`config.mk`:
```
export PLATFORM = sky130hd
export DESIGN_NAME = vram_arbiter
export DESIGN_NICKNAME = d
export VERILOG_FILES = /design/src/rtl/laser310_vram_pkg.sv /design/src/rtl/vram_arbiter.sv
export SDC_FILE = /design/constraint.sdc
export NUM_CORES = 1
export LEC_CHECK = 0
export ABC_AREA = 1
export BUFFER_PORTS_ARGS = -buffer_cell sky130_fd_sc_hd__buf_4
export CORE_UTILIZATION = 39
export CTS_BUF_LIST = sky130_fd_sc_hd__clkbuf_8
export DETAILED_ROUTE_END_ITERATION = 7
export PLACE_DENSITY_LB_ADDON = 0.1
export SYNTH_ARGS = -nofsm -noshare
export SYNTH_HDL_FRONTEND = slang
export SYNTH_SLANG_ARGS = --single-unit
```
`constraint.sdc`:
```
create_clock -name pixel_clock -period 2.23 [get_ports pixel_clock]
set_input_delay 0 -clock pixel_clock [delete_from_list [all_inputs] [get_ports pixel_clock]]
set_output_delay 0 -clock pixel_clock [all_outputs]
set_load 0.02 [all_outputs]
```
`src/rtl/laser310_vram_pkg.sv`:
```
// Shared types for the Laser 310 VRAM arbiter: CPU access states, RAM slot owners
// and the default VRAM address width.
package laser310_vram_pkg;

    localparam int VRAM_AW_DEFAULT = 15;

    typedef enum logic [2:0] {
        CPU_IDLE,
        CPU_PEND,
        CPU_ISSUED,
        CPU_RDWAIT,
        CPU_ACK
    } cpu_state_e;

    typedef enum logic [1:0] {
        SLOT_IDLE,
        SLOT_DISP,
        SLOT_CPU
    } slot_owner_e;

endpackage

```
`src/rtl/vram_arbiter.sv`:
```
// Single-port VRAM arbiter: the display owns any slot it asks for, and the CPU
// gets a one-entry buffered access in the slots the display leaves free.
//
// state  | meaning
// IDLE   | no CPU access in flight, cpu_req accepted
// PEND   | access buffered, waiting for a slot without disp_req
// ISSUED | CPU access on the RAM port this cycle
// RDWAIT | RAM read data arriving, captured into cpu_rdata
// ACK    | cpu_ack pulse, back to IDLE next cycle
module vram_arbiter
    import laser310_vram_pkg::*;
#(
    parameter int VRAM_AW = VRAM_AW_DEFAULT
) (
    input  logic               pixel_clock,
    input  logic               reset_n,
    input  logic               disp_req,
    input  logic [VRAM_AW-1:0] disp_addr,
    output logic [7:0]         disp_data,
    input  logic               cpu_req,
    input  logic               cpu_we,
    input  logic [VRAM_AW-1:0] cpu_addr,
    input  logic [7:0]         cpu_wdata,
    output logic [7:0]         cpu_rdata,
    output logic               cpu_wait,
    output logic               cpu_ack,
    output logic [VRAM_AW-1:0] ram_addr,
    output logic               ram_we,
    output logic [7:0]         ram_wdata,
    input  logic [7:0]         ram_rdata
);

    cpu_state_e         state_q,     state_d;
    logic               buf_we_q,    buf_we_d;
    logic [VRAM_AW-1:0] buf_addr_q,  buf_addr_d;
    logic [7:0]         buf_wdata_q, buf_wdata_d;
    logic [VRAM_AW-1:0] ram_addr_q,  ram_addr_d;
    logic               ram_we_q,    ram_we_d;
    logic [7:0]         ram_wdata_q, ram_wdata_d;
    slot_owner_e        owner1_q,    owner1_d;
    slot_owner_e        owner2_q,    owner2_d;
    logic [7:0]         disp_data_q, disp_data_d;
    logic [7:0]         cpu_rdata_q, cpu_rdata_d;
    slot_owner_e        slot;

    always_ff @(posedge pixel_clock or negedge reset_n) begin
        if (!reset_n) begin
            state_q     <= CPU_IDLE;
            buf_we_q    <= 1'b0;
            buf_addr_q  <= '0;
            buf_wdata_q <= '0;
            ram_addr_q  <= '0;
            ram_we_q    <= 1'b0;
            ram_wdata_q <= '0;
            owner1_q    <= SLOT_IDLE;
            owner2_q    <= SLOT_IDLE;
            disp_data_q <= '0;
            cpu_rdata_q <= '0;
        end else begin
            state_q     <= state_d;
            buf_we_q    <= buf_we_d;
            buf_addr_q  <= buf_addr_d;
            buf_wdata_q <= buf_wdata_d;
            ram_addr_q  <= ram_addr_d;
            ram_we_q    <= ram_we_d;
            ram_wdata_q <= ram_wdata_d;
            owner1_q    <= owner1_d;
            owner2_q    <= owner2_d;
            disp_data_q <= disp_data_d;
            cpu_rdata_q <= cpu_rdata_d;
        end
    end

    always_comb begin
        slot        = SLOT_IDLE;
        state_d     = state_q;
        buf_we_d    = buf_we_q;
        buf_addr_d  = buf_addr_q;
        buf_wdata_d = buf_wdata_q;
        ram_addr_d  = ram_addr_q;
        ram_we_d    = 1'b0;
        ram_wdata_d = ram_wdata_q;
        disp_data_d = disp_data_q;
        cpu_rdata_d = cpu_rdata_q;

        if (disp_req) begin
            slot = SLOT_DISP;
        end else if (state_q == CPU_PEND) begin
            slot = SLOT_CPU;
        end

        unique case (state_q)
            CPU_IDLE: begin
                if (cpu_req) begin
                    buf_we_d    = cpu_we;
                    buf_addr_d  = cpu_addr;
                    buf_wdata_d = cpu_wdata;
                    state_d     = CPU_PEND;
                end
            end
            CPU_PEND: begin
                if (slot == SLOT_CPU) begin
                    state_d = CPU_ISSUED;
                end
            end
            CPU_ISSUED: state_d = buf_we_q ? CPU_ACK : CPU_RDWAIT;
            CPU_RDWAIT: state_d = CPU_ACK;
            CPU_ACK:    state_d = CPU_IDLE;
            default:    state_d = CPU_IDLE;
        endcase

        // An idle slot keeps the previous address on the RAM port.
        unique case (slot)
            SLOT_DISP: begin
                ram_addr_d = disp_addr;
            end
            SLOT_CPU: begin
                ram_addr_d = buf_addr_q;
                ram_we_d   = buf_we_q;
                if (buf_we_q) begin
                    ram_wdata_d = buf_wdata_q;
                end
            end
            default: ;
        endcase

        owner1_d = slot;
        owner2_d = owner1_q;

        // owner2_q lines up with the cycle in which ram_rdata answers that slot.
        if (owner2_q == SLOT_DISP) begin
            disp_data_d = ram_rdata;
        end
        if (owner2_q == SLOT_CPU && state_q == CPU_RDWAIT) begin
            cpu_rdata_d = ram_rdata;
        end
    end

    assign ram_addr  = ram_addr_q;
    assign ram_we    = ram_we_q;
    assign ram_wdata = ram_wdata_q;
    assign disp_data = disp_data_q;
    assign cpu_rdata = cpu_rdata_q;
    assign cpu_ack   = (state_q == CPU_ACK);
    assign cpu_wait  = reset_n & (cpu_req | ((state_q != CPU_IDLE) & (state_q != CPU_ACK)));

endmodule

```
**Yosys cells after proc, flatten, opt, wreduce, memory -nomap -nowiden**

Cells that the tools add are included.

- Flip-flop bits (word level): 71
- Input bits: 51
- Logic and storage cells: 40
- Output and inout bits: 42

- Reduce and logical (&&, ||, !) cells: 7
- Bitwise logic cells: 3
- Muxes and demuxes: 8
- Equality and inequality tests: 11

Operators with widths:

| cell | number |
|---|---|
| 15-bit one-hot mux with 2 select lines | 1 |
| 3-bit one-hot mux with 4 select lines | 1 |
| 3-bit 2-to-1 mux | 3 |
| 3-bit by 2-bit == test with 1-bit output, second input constant | 2 |
| 2-bit AND reduction | 3 |
| 2-bit by 1-bit == test with 1-bit output, second input constant | 2 |
| 2-bit == test, second input constant | 2 |
| 2-bit 2-to-1 mux | 2 |
| 3-bit by 1-bit == test with 1-bit output, second input constant | 1 |
| 3-bit == test, second input constant | 1 |
| 3-bit zero test | 1 |
| 3-bit inequality test, second input constant | 1 |
| 3-bit nonzero test | 1 |
| 1-bit bitwise AND | 2 |
| 2-bit by 1-bit inequality test with 1-bit output, second input constant | 1 |
| 2-bit inequality test, second input constant | 1 |
| 2-bit nonzero test | 1 |
| 1-bit logical AND | 1 |
| 1-bit 2-to-1 mux | 1 |
| 1-bit bitwise OR | 1 |

**Longest topological paths before layout**

- Depth after elaboration: 6
- Gate-level depth with buffers: 6
- Depth with buffers taken out: 6

**Worst setup path before layout**

Ideal clock, no wire load.

- Kind: flip-flop to flip-flop
- Start point: register state_q[1]
- End point: register buf_addr_q[1]
- Period minus slack after synthesis: 1.216 ns
- Arrival: 1.090 ns
- Buffers on the path: 2
- Stages on the path, launching flop included: 7
- Setup slack: 1.014 ns
- Required time: 2.104 ns
- Library setup time: 0.126 ns
- Path through: dfrtp_1 nor2_4 nand3_2 buf_6 buf_12 nand2_1 o21ai_0

- Longest elaborated chain between the ends: 2

Ends and longest elaborated chain:

| element | RTL line | source |
|---|---|---|
| start: declaration | vram_arbiter.sv:33 | `cpu_state_e state_q, state_d;` |
| start signal: assignment | vram_arbiter.sv:60 | `state_q <= state_d;` |
| 3-bit zero test | vram_arbiter.sv:92 | `unique case (state_q)` |
| 2-bit AND reduction (no line) | n/a |  |
| end signal: assignment | vram_arbiter.sv:62 | `buf_addr_q <= buf_addr_d;` |
| end: declaration | vram_arbiter.sv:35 | `logic [VRAM_AW-1:0] buf_addr_q, buf_addr_d;` |

Every way passes these cells.
A chain may end at the register's enable or synchronous reset.

**Final worst setup path**

- Start point: register state_q[1]
- End point: register buf_addr_q[9]

Same word-level chain as after synthesis.

==> metrics.txt <==
Leak=0.00229 uW; Num CTS Buffers=9; Worst EP required=2.49 ns; Slew HR=59.7%; Diodes inserted=0; top cells by area, synth=dfrtp_1 (58%), nand2_1 (9.0%), nand3_1 (7.9%), o21ai_2 (5.5%), inv_1 (4.6%); Die Ht=90.5 um; Sw Ratio=39.4%; Via Count=2,595; post-synthesis mux area share=0%; CTS sink cnt=71; main combinational cell family by area after synthesis=simple AND/OR/NAND/NOR gates; Yosys warning total=0; Mean Syn Cell Area=9.60 sq um; Iteration-0 DRC Markers=142; adder-cell share of the synthesized area=0%; grt ovf=0; Synth Cell Area=3050 sq um; die width=90.5 um; H-tree levels=3; fmax=665 MHz; dominant cell type by area after synthesis=dfrtp_1; Slew @ Worst Pin=0.603 ns; Layout area overhead=44.1%; Mapped Cells=318; RSZ-0062 raised after global routing=no; Hold Vio Cnt, Final=0; pwr dens=1110 nW/um^2; placer congestion estimate=0.714; Setup TNS=0 ns; Routed WL=7210 um; setup violators final=0; DRC errors left=0; HPWL Detailed=4570 um; share of total power in combinational logic=39.9%; number of synthesized flops with an enable pin=0; FF/Latch Area=1780 sq um; initial antenna violation count=0; #FFs+latches synth=71; CTS Buffer Depth=2; non-filler cells, final=559; vias in the first global route=2,718; # Max-Cap Violations=0; Port Buffers=92; post-layout min period=1.50 ns; status=completed; Worst Hold Class=in -> reg; ys async rst share=100%; critical path class=reg -> reg; Starting Density=41.2%; pin count of the biggest net entering global routing=49; simple-gate share of the synthesized area=23.2%; share of cells above drive strength 1=30.9%; critical path peak fanout=48; WP data arrival=1.76 ns; Cell variety after synth=23; num ports=93; CTS root buf=clkbuf_8; GRT Util Overall=19.6%; peak supply drop=424 uV; Cell Int Power=2960 uW; Compound-Gate Fraction of Synth Area=9.31%; skew final=0.00942 ns; most common cell in the synthesized netlist=nand2_1; CTS tree=built; Inst Count DP=496; crit end category=register; nets=508; Post-synth top flop=dfrtp_1; list of most frequent post-synthesis cells=nand2_1 (73), dfrtp_1 (71), nand3_1 (48); post-CTS sizing=0; Skew-Pair Late Insertion Delay=0.33 ns; Placeable Area=7410 sq um; Tcrit/Tclk final=67.4%; Antenna Nets Post-Route=0; Yosys top cell area share=58.2%; part of the power in registers=43.4%; first-pass GRT wire length=12,700 um; vias per inst=4.64; Clk pwr share=16.7%; Worst setup SP type=register; clk slew on worst S/H paths=0.07 ns; Rows=31; Pre-Repair DR Iteration Count=4; Max Slew Vio Count=0; switching pwr=1920 uW; sequential area share after synthesis=58.2%; Syn Nets=369; Routed WL per cell=12.9 um; die footprint=8180 sq um; Fillers=666; multi-input logic area=991 sq um; xor/xnor share of the synthesized area=0%
==> worst max-delay path: stages, from the launching register on <==
cell and delay [ns]:
dfrtp_1 0.55, nor2_4 0.09, nand3_2 0.07, buf_4 0.46, nand2_1 0.13, o21ai_1 0.11
==> kinds of logic after synthesis <==
group,Yosys count
buffers and inverters,57
DFF,71
AOI/OAI and AO/OA,42
and+or+nand+nor,148
==> final cells by class <==
cell class	instances	area share [%]
clock buffers	9	2.82
multi-input cells	190	22.5
clock inverters	5	0.484
inverters	40	3.41
flip-flops and latches	71	40.4
well taps	99	2.82
repair buffers	145	27.5
==> power groups by stage <==
stage                     Sequential (uW)  Clock, uW  Combinational (uW)
after floorplan                      2360          0                1030
after global placement               2130          0                1860
after detailed placement             2130          0                1900
after CTS                            2120        841                1970
after global routing                 2180        896                2160
final                                2110        815                1940
==> per-stage QoR <==
stage / setup slack (ns) / utilization (%) / total power, uW / cell area, sq um / hold WS (ns)
after floorplan: 1.01 / - / 3390 / 3050 / -0.296
after global placement: 0.777 / 50.8 / 3990 / 3760 / -0.0451
after detailed placement: 0.733 / 50.8 / 4030 / 3760 / -0.0409
after CTS: 0.704 / 59.4 / 4930 / 4400 / 0.0581
after global routing: 0.595 / 59.4 / 5230 / 4400 / 0.0831
final: 0.727 / 59.4 / 4870 / 4400 / 0.0763
==> placed cells by master, fill, tap and decap left out, drive strengths merged <==
master,n
buf,96
nand2,80
dfrtp,71
nand3,50
dlygate4sd3,49
inv,43
o21ai,40
clkbuf,9
nand4,9
nor2,7
nor3,2
clkinv,2
a21boi,1
a21oi,1
==> sequential cells by signal (all words and copies together) (netlist names) <==
register,count
buf_addr_q,15
ram_addr,15
buf_wdata_q,8
cpu_rdata,8
disp_data,8
ram_wdata,8
state_q,3
owner1_q,2
owner2_q,2
buf_we_q,1
ram_we,1
==> what timing repair did <==
item / 4_1_cts / 5_1_grt
hold buffers: 49 / 0
endpoints found under the hold margin: 85 / 0
setup buffers: 0 / 0
==> path summary, 6_finish.rpt <==
kind | startpoint | end | slack, ns | cells past startpoint
max | state_q[1] | buf_addr_q[9] | 0.73 | 5
min | cpu_req | state_q[0] | 0.08 | 5
max reg2reg | state_q[1] | buf_addr_q[9] | 0.73 | 5
min reg2reg | owner1_q[1] | owner2_q[1] | 0.34 | 0
max in group asynchronous | reset_n | buf_addr_q[11] | 1.19 | 3
min in group asynchronous | reset_n | cpu_rdata[4] | 0.13 | 2
==> metal layers <==
layer / global-route usage, % / up-vias / share of wire (%)
met5: 0 / - / 0
met4: 8.47 / 0 / 1.8
met3: 3.79 / 10 / 5.1
met2: 31.7 / 80 / 49
met1: 25.6 / 1211 / 44
li1: - / 1294 / -
Power figures use the tool's default switching activity.
